$ cat src/rtl/ctrl_pkg.sv
// Shared constants for the pipeline control unit: instruction encodings,
// ALU op codes and the layout of the control word carried down the pipe.
package ctrl_pkg;

   // Major opcodes (instruction[6:0])
   localparam logic [6:0] OP_LOAD   = 7'b0000011;
   localparam logic [6:0] OP_STORE  = 7'b0100011;
   localparam logic [6:0] OP_BRANCH = 7'b1100011;
   localparam logic [6:0] OP_JALR   = 7'b1100111;
   localparam logic [6:0] OP_IMM    = 7'b0010011;
   localparam logic [6:0] OP_R      = 7'b0110011;

   // funct3 selections (instruction[14:12])
   localparam logic [2:0] F3_BYTE  = 3'b000;
   localparam logic [2:0] F3_WORD  = 3'b010;
   localparam logic [2:0] F3_BEQ   = 3'b000;
   localparam logic [2:0] F3_JALR  = 3'b000;
   localparam logic [2:0] F3_ADDI  = 3'b000;
   localparam logic [2:0] F3_ARITH = 3'b000;

   // funct7 selections (instruction[31:25])
   localparam logic [6:0] F7_ADD = 7'b0000000;
   localparam logic [6:0] F7_SUB = 7'b0100000;
   localparam logic [6:0] F7_MUL = 7'b0000001;

   // ALU operation classes
   localparam logic [1:0] ALU_ADD = 2'b00;
   localparam logic [1:0] ALU_SUB = 2'b01;
   localparam logic [1:0] ALU_FN  = 2'b10;

   // Control word field positions
   localparam int CW_REGWRITE = 0;
   localparam int CW_MEMWRITE = 1;
   localparam int CW_LOAD     = 2;
   localparam int CW_BRANCH   = 3;
   localparam int CW_JUMP     = 4;
   localparam int CW_BYTE     = 5;
   localparam int CW_ALUSRC   = 6;
   localparam int CW_MEMTOREG = 7;
   localparam int CW_ALUOP_LO = 8;
   localparam int CW_ALUOP_HI = 9;
   localparam int CW_ILLEGAL  = 10;
   localparam int CW_VALID    = 11;
   localparam int CW_W        = 12;

   // An empty pipeline slot: no side effects, not counted at retirement
   localparam logic [CW_W-1:0] BUBBLE = {CW_W{1'b0}};

   // A fetched instruction that matched no enabled encoding
   localparam logic [CW_W-1:0] CW_ILL_WORD = {1'b1, 1'b1, {(CW_W-2){1'b0}}};

   // Assemble a valid, legal control word from individual controls
   function automatic logic [CW_W-1:0] cw_legal(
      input logic       regwrite,
      input logic       memwrite,
      input logic       load,
      input logic       branch,
      input logic       jump,
      input logic       byte_sel,
      input logic       alusrc,
      input logic       memtoreg,
      input logic [1:0] aluop
   );
      return {1'b1, 1'b0, aluop, memtoreg, alusrc, byte_sel,
              jump, branch, load, memwrite, regwrite};
   endfunction

endpackage

$ cat src/rtl/ctrl_stage_reg.sv
// One pipeline control register: hold when en_i is low, load zero when bub_i
// is high (bubble wins over both hold and load).
module ctrl_stage_reg #(
   parameter int W = 12
) (
   input  logic         clk_i,
   input  logic         rst_ni,
   input  logic         en_i,
   input  logic         bub_i,
   input  logic [W-1:0] d_i,
   output logic [W-1:0] q_o
);

   logic [W-1:0] data_q;

   // Stage register with async clear, bubble insertion and hold
   always_ff @(posedge clk_i or negedge rst_ni) begin
      if (!rst_ni) begin
         data_q <= {W{1'b0}};
      end else if (bub_i) begin
         data_q <= {W{1'b0}};
      end else if (en_i) begin
         data_q <= d_i;
      end else begin
         data_q <= data_q;
      end
   end

   assign q_o = data_q;

endmodule

$ cat src/rtl/pipe_ctrl_unit.sv
// Main decoder plus D/E/M/W control pipeline with stall, flush and freeze
// handling, illegal-instruction flagging and a retired-instruction counter.
module pipe_ctrl_unit
   import ctrl_pkg::*;
#(
   parameter int CNTW    = 32,
   parameter int MUL_EN  = 1,
   parameter int BYTE_EN = 1
) (
   input  logic            clk,
   input  logic            reset,
   input  logic            ihit,
   input  logic            dhit,
   input  logic            stallD,
   input  logic            flushE,
   input  logic [6:0]      opcode,
   input  logic [2:0]      funct3,
   input  logic [6:0]      funct7,
   output logic            MemWriteD,
   output logic            LoadD,
   output logic            BranchD,
   output logic            JumpD,
   output logic            ByteD,
   output logic            ALUSrcE,
   output logic [1:0]      aluopE,
   output logic            MemWriteM,
   output logic            LoadM,
   output logic            RegWriteW,
   output logic            ByteW,
   output logic            MemtoRegW,
   output logic            IllegalW,
   output logic [CNTW-1:0] retired
);

   logic [CW_W-1:0] dec_d;
   logic [CW_W-1:0] regd_q;
   logic [CW_W-1:0] rege_q;
   logic [CW_W-1:0] regm_q;
   logic [CW_W-1:0] regw_q;
   logic [CNTW-1:0] retired_q;

   logic d_en_s;
   logic d_bub_s;
   logic e_en_s;
   logic e_bub_s;
   logic m_en_s;
   logic w_bub_s;

   // Decode the fetched instruction into a control word
   always_comb begin
      dec_d = BUBBLE;
      if (ihit) begin
         case (opcode)
            OP_LOAD: begin
               if (funct3 == F3_WORD) begin
                  dec_d = cw_legal(1'b1, 1'b0, 1'b1, 1'b0, 1'b0, 1'b0, 1'b1, 1'b1, ALU_ADD);
               end else if ((funct3 == F3_BYTE) && (BYTE_EN != 0)) begin
                  dec_d = cw_legal(1'b1, 1'b0, 1'b1, 1'b0, 1'b0, 1'b1, 1'b1, 1'b1, ALU_ADD);
               end else begin
                  dec_d = CW_ILL_WORD;
               end
            end
            OP_STORE: begin
               if (funct3 == F3_WORD) begin
                  dec_d = cw_legal(1'b0, 1'b1, 1'b0, 1'b0, 1'b0, 1'b0, 1'b1, 1'b0, ALU_ADD);
               end else if ((funct3 == F3_BYTE) && (BYTE_EN != 0)) begin
                  dec_d = cw_legal(1'b0, 1'b1, 1'b0, 1'b0, 1'b0, 1'b1, 1'b1, 1'b0, ALU_ADD);
               end else begin
                  dec_d = CW_ILL_WORD;
               end
            end
            OP_BRANCH: begin
               if (funct3 == F3_BEQ) begin
                  dec_d = cw_legal(1'b0, 1'b0, 1'b0, 1'b1, 1'b0, 1'b0, 1'b0, 1'b0, ALU_SUB);
               end else begin
                  dec_d = CW_ILL_WORD;
               end
            end
            OP_JALR: begin
               if (funct3 == F3_JALR) begin
                  dec_d = cw_legal(1'b1, 1'b0, 1'b0, 1'b0, 1'b1, 1'b0, 1'b1, 1'b0, ALU_ADD);
               end else begin
                  dec_d = CW_ILL_WORD;
               end
            end
            OP_IMM: begin
               if (funct3 == F3_ADDI) begin
                  dec_d = cw_legal(1'b1, 1'b0, 1'b0, 1'b0, 1'b0, 1'b0, 1'b1, 1'b0, ALU_ADD);
               end else begin
                  dec_d = CW_ILL_WORD;
               end
            end
            OP_R: begin
               if ((funct3 == F3_ARITH) &&
                   ((funct7 == F7_ADD) || (funct7 == F7_SUB) ||
                    ((funct7 == F7_MUL) && (MUL_EN != 0)))) begin
                  dec_d = cw_legal(1'b1, 1'b0, 1'b0, 1'b0, 1'b0, 1'b0, 1'b0, 1'b0, ALU_FN);
               end else begin
                  dec_d = CW_ILL_WORD;
               end
            end
            default: begin
               dec_d = CW_ILL_WORD;
            end
         endcase
      end else begin
         dec_d = BUBBLE;
      end
   end

   // Per-stage hold/bubble controls: a cache miss freezes everything, a
   // taken branch kills D and E, a load-use hazard holds D and bubbles E
   always_comb begin
      d_en_s  = 1'b1;
      d_bub_s = 1'b0;
      e_en_s  = 1'b1;
      e_bub_s = 1'b0;
      m_en_s  = 1'b1;
      w_bub_s = 1'b0;
      if (!dhit) begin
         d_en_s  = 1'b0;
         e_en_s  = 1'b0;
         m_en_s  = 1'b0;
         w_bub_s = 1'b1;
      end else if (flushE) begin
         d_bub_s = 1'b1;
         e_bub_s = 1'b1;
      end else if (stallD) begin
         d_en_s  = 1'b0;
         e_bub_s = 1'b1;
      end else begin
         d_en_s  = 1'b1;
      end
   end

   ctrl_stage_reg #(.W(CW_W)) u_regd (
      .clk_i (clk), .rst_ni (reset), .en_i (d_en_s), .bub_i (d_bub_s),
      .d_i   (dec_d), .q_o (regd_q)
   );

   ctrl_stage_reg #(.W(CW_W)) u_rege (
      .clk_i (clk), .rst_ni (reset), .en_i (e_en_s), .bub_i (e_bub_s),
      .d_i   (regd_q), .q_o (rege_q)
   );

   ctrl_stage_reg #(.W(CW_W)) u_regm (
      .clk_i (clk), .rst_ni (reset), .en_i (m_en_s), .bub_i (1'b0),
      .d_i   (rege_q), .q_o (regm_q)
   );

   ctrl_stage_reg #(.W(CW_W)) u_regw (
      .clk_i (clk), .rst_ni (reset), .en_i (1'b1), .bub_i (w_bub_s),
      .d_i   (regm_q), .q_o (regw_q)
   );

   // Count legal instructions leaving W; a frozen W holds a bubble, so no
   // instruction is counted twice
   always_ff @(posedge clk or negedge reset) begin
      if (!reset) begin
         retired_q <= {CNTW{1'b0}};
      end else if (regw_q[CW_VALID] && !regw_q[CW_ILLEGAL]) begin
         retired_q <= retired_q + CNTW'(1);
      end else begin
         retired_q <= retired_q;
      end
   end

   assign MemWriteD = regd_q[CW_MEMWRITE];
   assign LoadD     = regd_q[CW_LOAD];
   assign BranchD   = regd_q[CW_BRANCH];
   assign JumpD     = regd_q[CW_JUMP];
   assign ByteD     = regd_q[CW_BYTE];
   assign ALUSrcE   = rege_q[CW_ALUSRC];
   assign aluopE    = rege_q[CW_ALUOP_HI:CW_ALUOP_LO];
   assign MemWriteM = regm_q[CW_MEMWRITE];
   assign LoadM     = regm_q[CW_LOAD];
   assign RegWriteW = regw_q[CW_REGWRITE];
   assign ByteW     = regw_q[CW_BYTE];
   assign MemtoRegW = regw_q[CW_MEMTOREG];
   assign IllegalW  = regw_q[CW_ILLEGAL] & regw_q[CW_VALID];
   assign retired   = retired_q;

   // Fields carried along for downstream stages but not exported here
   logic unused_fields;
   assign unused_fields = ^{regd_q[CW_REGWRITE], regd_q[CW_ALUSRC], regd_q[CW_MEMTOREG],
                            regd_q[CW_ALUOP_HI:CW_ALUOP_LO], regd_q[CW_ILLEGAL], regd_q[CW_VALID],
                            rege_q[CW_REGWRITE], rege_q[CW_MEMWRITE], rege_q[CW_LOAD],
                            rege_q[CW_BRANCH], rege_q[CW_JUMP], rege_q[CW_BYTE],
                            rege_q[CW_MEMTOREG], rege_q[CW_ILLEGAL], rege_q[CW_VALID],
                            regm_q[CW_REGWRITE], regm_q[CW_BRANCH], regm_q[CW_JUMP],
                            regm_q[CW_BYTE], regm_q[CW_ALUSRC], regm_q[CW_MEMTOREG],
                            regm_q[CW_ALUOP_HI:CW_ALUOP_LO], regm_q[CW_ILLEGAL], regm_q[CW_VALID],
                            regw_q[CW_MEMWRITE], regw_q[CW_LOAD], regw_q[CW_BRANCH],
                            regw_q[CW_JUMP], regw_q[CW_ALUSRC], regw_q[CW_ALUOP_HI:CW_ALUOP_LO]};

endmodule
$ cat config.mk
export PLATFORM = sky130hd
export DESIGN_NAME = pipe_ctrl_unit
export DESIGN_NICKNAME = d
export VERILOG_FILES = /design/src/rtl/ctrl_pkg.sv /design/src/rtl/ctrl_stage_reg.sv /design/src/rtl/pipe_ctrl_unit.sv
export SDC_FILE = /design/constraint.sdc
export NUM_CORES = 1
export LEC_CHECK = 0
export CAP_MARGIN = 20
export CORE_MARGIN = 10
export CORE_UTILIZATION = 40
export CTS_BUF_LIST = sky130_fd_sc_hd__clkbuf_4
export DETAILED_ROUTE_END_ITERATION = 10
export PLACE_DENSITY = 0.67
export SYNTH_ARGS = -nofsm -noshare
export SYNTH_HDL_FRONTEND = slang
export SYNTH_SLANG_ARGS = --single-unit
$ cat constraint.sdc
create_clock -name clk -period 2.38 [get_ports clk]
set_input_delay 0.476 -clock clk [delete_from_list [all_inputs] [get_ports clk]]
set_output_delay 0.476 -clock clk [all_outputs]
set_load 0.05 [all_outputs]
==> results.json, run 1 <==
{
  "final_nets": 355,
  "power_frac_clock_pct": 29.8,
  "p_leak_uw": 0.00169,
  "relSlewSlack_pct": 63.9,
  "area_growth_pct": 32.6,
  "p_int_uw": 1420,
  "synth_top_cell_by_area": "dfrtp_1",
  "multi_input_area_um2": 1170,
  "finalInstanceArea_um2": 3730,
  "layout-drive-gt1-share_pct": 10.4,
  "cp_max_fo": 6,
  "yosys.area_share.simple_pct": 22.5,
  "portBuffers": 68,
  "grt_pass1_vias": 2137,
  "fillers": 620,
  "ir_drop_mv": 0.220,
  "grt_max_degree": 41,
  "path_class": "reg2out",
  "drcViolationCount": 0,
  "cts.sink_count": 62,
  "synth_ff_type": "dfrtp_1",
  "ys_ff_latch": 62,
  "ys_top_cells_by_area": "dfrtp_1 (55%), xor2_1 (5.3%), xnor2_1 (4.4%)",
  "hold_viol": 0,
  "cp.required_ns": 1.90,
  "cts_root_buf": "clkbuf_4",
  "crit_path_start_kind": "register",
  "clk_pin_slew_ns": 0.10,
  "period_minus_slack_ns": 2.17,
  "end_kind": "output pin",
  "synth_edf_count": 0,
  "rsz0062_at_grt": "no",
  "comb_power_share_pct": 13.1,
  "max_freq_ghz": 0.461,
  "p_seq_share_pct": 57.1,
  "final-setup-viol-count": 0,
  "switchingPower_uw": 529,
  "io_pins": 69,
  "clockBufferDepth": 2,
  "yosysSeqAreaShare_pct": 55.1,
  "syn-num-nets": 277,
  "track_usage_pct": 11.4,
  "tightest_slew_ns": 0.542,
  "dp_hpwl_mm": 4.53,
  "arrival_ns": 1.70,
  "swShare_pct": 27.1,
  "wl_per_cell_um": 13.9,
  "die_w_um": 104,
  "dpl-instance-area_um2": 3630,
  "path_cells": "clkdlybuf4s50_1",
  "insertion_delay_ns": 0.38,
  "first_pass_iters": 6,
  "start_util_pct": 41.2,
  "synth-compound-area-share_pct": 6.31,
  "synth_top_family_by_area": "simple AND/OR/NAND/NOR gates",
  "antenna_found_initial": 1,
  "pwr_density_cell_nw_per_um2": 523,
  "ant_nets": 0,
  "drt_iter0_drc": 56,
  "yosysUniqueCellTypes": 43,
  "cts_hold_buffers": 0,
  "syn_area_um2": 2820,
  "crit_family": "buffers and inverters",
  "cts_setup_buffers": 0,
  "slowest_stage": "clkdlybuf4s50_1",
  "skew_ns": 0.00833,
  "postCtsResizedCells": 0,
  "slowest_delay_ns": 0.85,
  "gp_congestion": 0.903,
  "synth_xor_area_share_pct": 9.64,
  "fp.dieArea_um2": 10800,
  "coreArea_um2": 6830,
  "netlist_instances": 253,
  "slew_viol_final": 0,
  "syn_area_per_cell_um2": 11.1,
  "total_power_uw": 1950,
  "synth.top_cell.area_share_pct": 55.1,
  "post-route-period-util_pct": 91.2,
  "synthArstFlopShare_pct": 100,
  "ff_latch_area_um2": 1550,
  "cts_buffers": 9,
  "min-delay-path-class": "in2async",
  "drv_cap": 0,
  "htreeDepth": 3,
  "rows": 30,
  "cts_tree": "done",
  "yosysWarnings": 0,
  "die_h_um": 104,
  "status": "completed",
  "via_per_inst": 4.95,
  "crit_buf_inv": 1,
  "muxShareOfSynthArea_pct": 2.80,
  "drt-total-wl_mm": 6.02,
  "fin_setup_tns_ns": 0,
  "synth_adder_area_share_pct": 0.444,
  "vias": 2138,
  "grt_pass1_wl_mm": 10.3,
  "overflow": 0
}
[power by group through the flow]
stage               clock, uW  combinational [uW]  sequential (uW)
CTS                       601                 261             1120
global route              650                 274             1120
finish                    582                 256             1110
detailed placement          0                 261             1140
floorplan                   0                57.4             1200
global placement            0                 257             1130
[synthesized netlist by cell type (2+ instances only)]
| cell type | number |
|---|---|
| dfrtp_1 | 62 |
| nand2_1 | 29 |
| xor2_1 | 17 |
| inv_1 | 15 |
| xnor2_1 | 14 |
| nor3_1 | 13 |
| and2_1 | 10 |
| o21ai_0 | 10 |
| nor2_1 | 9 |
| mux2_2 | 7 |
| nand3_1 | 6 |
| and4_1 | 5 |
| and3_1 | 4 |
| nand4_1 | 4 |
| o21ai_1 | 4 |
| buf_4 | 3 |
| nor4_2 | 3 |
| a211oi_1 | 2 |
| a21oi_1 | 2 |
| a22o_1 | 2 |
| a31oi_1 | 2 |
| a32o_1 | 2 |
| and4b_1 | 2 |
| clkbuf_1 | 2 |
| nand3b_1 | 2 |
| nand4_4 | 2 |
| nand4bb_1 | 2 |
| or2_1 | 2 |
| or3_4 | 2 |
[per-stage QoR]
stage | utilization (%) | cells | worst slack (ns) | hold WS (ns)
after CTS | 54.6 | 431 | 0.182 | 0.0539
after global placement | 53.1 | 416 | 0.279 | 0.458
after floorplan | - | 253 | 0.543 | 0.180
final | 54.7 | 432 | 0.208 | 0.0616
after global routing | 54.7 | 432 | 0.119 | 0.0625
after detailed placement | 53.1 | 416 | 0.233 | 0.464
[state kept, by name, indices dropped and copies added (netlist names)]
signal      count
u_regw.q_o      5
u_rege.q_o      9
u_regm.q_o      6
u_regd.q_o     10
retired        32
[final cells by class]
cell class	count	area share, %
clock buffers	12	2.41
diodes	1	0.0670
multi-input cells	170	31.5
inverters	15	1.51
flip-flops and latches	62	41.6
well taps	96	3.22
clock inverters	3	0.335
repair buffers	73	19.4
[routing by layer]
metal	vias to the layer above	global-route usage (%)	part of all wire [%]
met5	-	0	0
met4	0	7.26	2.1
met3	11	4.15	6.9
met2	64	16.4	44
met1	1023	14.1	47
li1	1040	-	-
[worst paths after layout]
kind	start	to	slack, ns	cells past startpoint
min	reset	retired[8]$_DFFE_PN0P_	0.06	1
max	retired[12]$_DFFE_PN0P_	retired[12]	0.21	1
min in group clk	retired[31]$_DFFE_PN0P_	retired[31]$_DFFE_PN0P_	0.47	1
max reg2reg	retired[0]$_DFFE_PN0P_	retired[28]$_DFFE_PN0P_	0.68	5
max in group asynchronous	reset	u_regd.q_o[9]$_DFFE_PN0P_	1.72	2
min reg2reg	retired[31]$_DFFE_PN0P_	retired[31]$_DFFE_PN0P_	0.47	1
[layout by cell type, fill, tap and decap left out, drive strengths merged, types with 3 or more instances in the layout]
cell,Yosys,routed
clkinv,0,3
nor3,13,13
dfrtp,62,62
buf,4,6
or3,3,3
o21ai,14,14
xnor2,14,14
and3,4,4
nor2,9,9
nand4,7,7
nand3,6,6
clkdlybuf4s50,0,67
and2,10,10
nor4,4,4
nand2,29,29
xor2,17,17
clkbuf,2,12
mux2,7,7
and4,5,5
inv,15,15
[cell families after synthesis]
group / count (synthesis)
flip-flops: 62
AND/OR/NAND/NOR: 103
AO/OA/AOI/OAI: 28
buffers and inverters: 21
multiplexers: 7
XOR/XNOR: 31
adder cells (fa/ha/maj): 1
Note: power is estimated with default switching activity, not from simulation.
==> run 2, diff against run 1 <==
--- a/config.mk
+++ b/config.mk
@@ -5,12 +5,13 @@
 export SDC_FILE = /design/constraint.sdc
 export NUM_CORES = 1
 export LEC_CHECK = 0
-export CAP_MARGIN = 20
+export CAP_MARGIN = 10
 export CORE_MARGIN = 10
 export CORE_UTILIZATION = 40
 export CTS_BUF_LIST = sky130_fd_sc_hd__clkbuf_4
 export DETAILED_ROUTE_END_ITERATION = 10
 export PLACE_DENSITY = 0.67
+export SKIP_LAST_GASP = 1
 export SYNTH_ARGS = -nofsm -noshare
 export SYNTH_HDL_FRONTEND = slang
 export SYNTH_SLANG_ARGS = --single-unit
==> results of run 2 <==
No change in the layout: final DEF, timing and power equal those of run 1.
==> run 3, diff against run 2 <==
--- a/config.mk
+++ b/config.mk
@@ -5,8 +5,8 @@
 export SDC_FILE = /design/constraint.sdc
 export NUM_CORES = 1
 export LEC_CHECK = 0
-export CAP_MARGIN = 10
-export CORE_MARGIN = 10
+export CORE_ASPECT_RATIO = 1.2
+export CORE_MARGIN = 4
 export CORE_UTILIZATION = 40
 export CTS_BUF_LIST = sky130_fd_sc_hd__clkbuf_4
 export DETAILED_ROUTE_END_ITERATION = 10
==> run 3 against run 2 <==
  * Register-to-register slack better by 0.03 ns
  * Routed wire length is 6.1% lower
  * Cell count is 2.5% lower
  * Clock power is 17% higher
  * Flip-flop and latch count stayed put
  * First-iteration DRC count is 55% higher
  * Via count is 1.4% lower
  * Die area is 22% lower
  * Global-route usage is 2.4 points higher
  * Non-clock buffer count is 2 lower
  * Clock skew is 0.0021 ns higher
  * Worst hold slack worse by 0.0029 ns
  * Critical endpoint is now IllegalW
  * Highest routed layer unchanged
==> results.json, run 3 (same netlist as run 1, synthesis figures left out) <==
{
  "met1Wirelength_mm": 2.49,
  "wl_per_cell_um": 13.4,
  "clk_pin_slew_ns": 0.10,
  "final_nets": 353,
  "placed_cells": 405,
  "gp_congestion": 0.969,
  "drv_cap": 0,
  "via_per_inst": 5.01,
  "die_h_um": 99.9,
  "die_w_um": 84.6,
  "coreArea_um2": 6850,
  "htreeDepth": 3,
  "hold_viol": 0,
  "rows": 33,
  "area_growth_pct": 32.4,
  "antennaDiodeCount": 0,
  "p_leak_uw": 0.00170,
  "path_class": "reg2out",
  "grt_pass1_vias": 2119,
  "ir_drop_mv": 0.248,
  "drt-total-wl_mm": 5.65,
  "cp.required_ns": 1.90,
  "grt_pass1_wl_mm": 9.39,
  "fin_setup_tns_ns": 0,
  "max_freq_ghz": 0.459,
  "dp_hpwl_mm": 4.13,
  "start_util_pct": 41.1,
  "layout_common_cells": "clkdlybuf4s50_1 (67), dfrtp_1 (62), nand2_1 (29), xor2_1 (17), inv_1 (15)",
  "overflow": 0,
  "track_usage_pct": 13.8,
  "relSlewSlack_pct": 59.9,
  "stdcell_count": 421,
  "tightest_slew_ns": 0.598,
  "postCtsResizedCells": 0,
  "io_pins": 69,
  "drcViolationCount": 0,
  "largest_register_ffs": 32,
  "cts_buffers": 9,
  "cts_hold_buffers": 0,
  "end_kind": "output pin",
  "pwr_density_cell_nw_per_um2": 548,
  "first_pass_iters": 4,
  "arrival_ns": 1.70,
  "status": "completed",
  "clockBufferDepth": 2,
  "drt_iter0_drc": 87,
  "insertion_delay_ns": 0.40,
  "portBuffers": 68,
  "antenna_found_initial": 0,
  "crit_path_start_kind": "register",
  "fp.dieArea_um2": 8450,
  "rsz0062_at_grt": "no",
  "post-route-period-util_pct": 91.6,
  "final-setup-viol-count": 0,
  "period_minus_slack_ns": 2.18,
  "skew_ns": 0.0104,
  "ant_nets": 0,
  "vias": 2109,
  "cts_tree": "done",
  "highest_layer": "met4",
  "slew_viol_final": 0,
  "min-delay-path-class": "in2async",
  "grt_max_degree": 63,
  "met3_length_um": 369,
  "layout_commonest_cell": "clkdlybuf4s50_1",
  "layout-drive-gt1-share_pct": 10.2,
  "cts_root_buf": "clkbuf_4",
  "cp_max_fo": 4,
  "cts_setup_buffers": 0,
  "cts.sink_count": 62,
  "met2RoutedLength_mm": 2.67
}
## run 3: cell types whose count changed in the layout (fill, tap and decap cells not counted)
cell | previous run | this run
buf_4 | 4 | 2
clkbuf_4 | 12 | 10
bufinv_16 | 0 | 1
diode_2 | 1 | 0
clkinv_2 | 1 | 3
## run 3: worst paths after layout
check | start | to | slack, ns | cells after the start
max | u_regw.q_o[11]$_DFF_PN0_ | IllegalW | 0.20 | 2
min | reset | retired[6]$_DFFE_PN0P_ | 0.06 | 2
min in group clk | retired[31]$_DFFE_PN0P_ | retired[31]$_DFFE_PN0P_ | 0.47 | 1
max in group asynchronous | reset | retired[16]$_DFFE_PN0P_ | 2.02 | 2
min reg2reg | retired[31]$_DFFE_PN0P_ | retired[31]$_DFFE_PN0P_ | 0.47 | 1
max reg2reg | retired[5]$_DFFE_PN0P_ | retired[28]$_DFFE_PN0P_ | 0.71 | 4
## run 3: metal layers
layer	up-vias	GRT usage, %
met1	1007	16.5
met4	0	6.94
met3	9	4.02
met5	-	0
met2	64	22.8
li1	1029	-
## run 3: critical path, stage by stage (launching register included)
cell and delay [ns]:
dfrtp_1 0.38, and2_1 0.14, clkdlybuf4s50_1 0.80
## run 3: per-stage QoR
| stage | cell area, um^2 | total power (uW) | hold slack [ns] | util (%) | setup WS [ns] |
|---|---|---|---|---|---|
| final | 3730 | 2050 | 0.0586 | 54.4 | 0.199 |
| after global routing | 3730 | 2140 | 0.0819 | 54.4 | 0.114 |
| after CTS | 3730 | 2080 | 0.0634 | 54.4 | 0.164 |
| after detailed placement | 3600 | 1390 | 0.465 | 52.6 | 0.252 |
| after global placement | 3600 | 1390 | 0.455 | 52.6 | 0.283 |
| after floorplan | 2820 | 1260 | 0.180 | - | 0.543 |
## run 3: final cells by class
cell class              count  area [um^2]
clock inverters             6         52.6
repair buffers             71          711
clock buffers              10         75.1
well taps                  87          109
fillers                   625         3120
multi-input cells         170         1170
flip-flops and latches     62         1550
inverters                  15         56.3
## run 3: power by group
group          internal, uW  leakage [uW]  switching [uW]
Combinational           104      0.000761             148
Sequential             1080      0.000861            32.8
Clock                   320     0.0000750             359
Total                  1510       0.00170             540
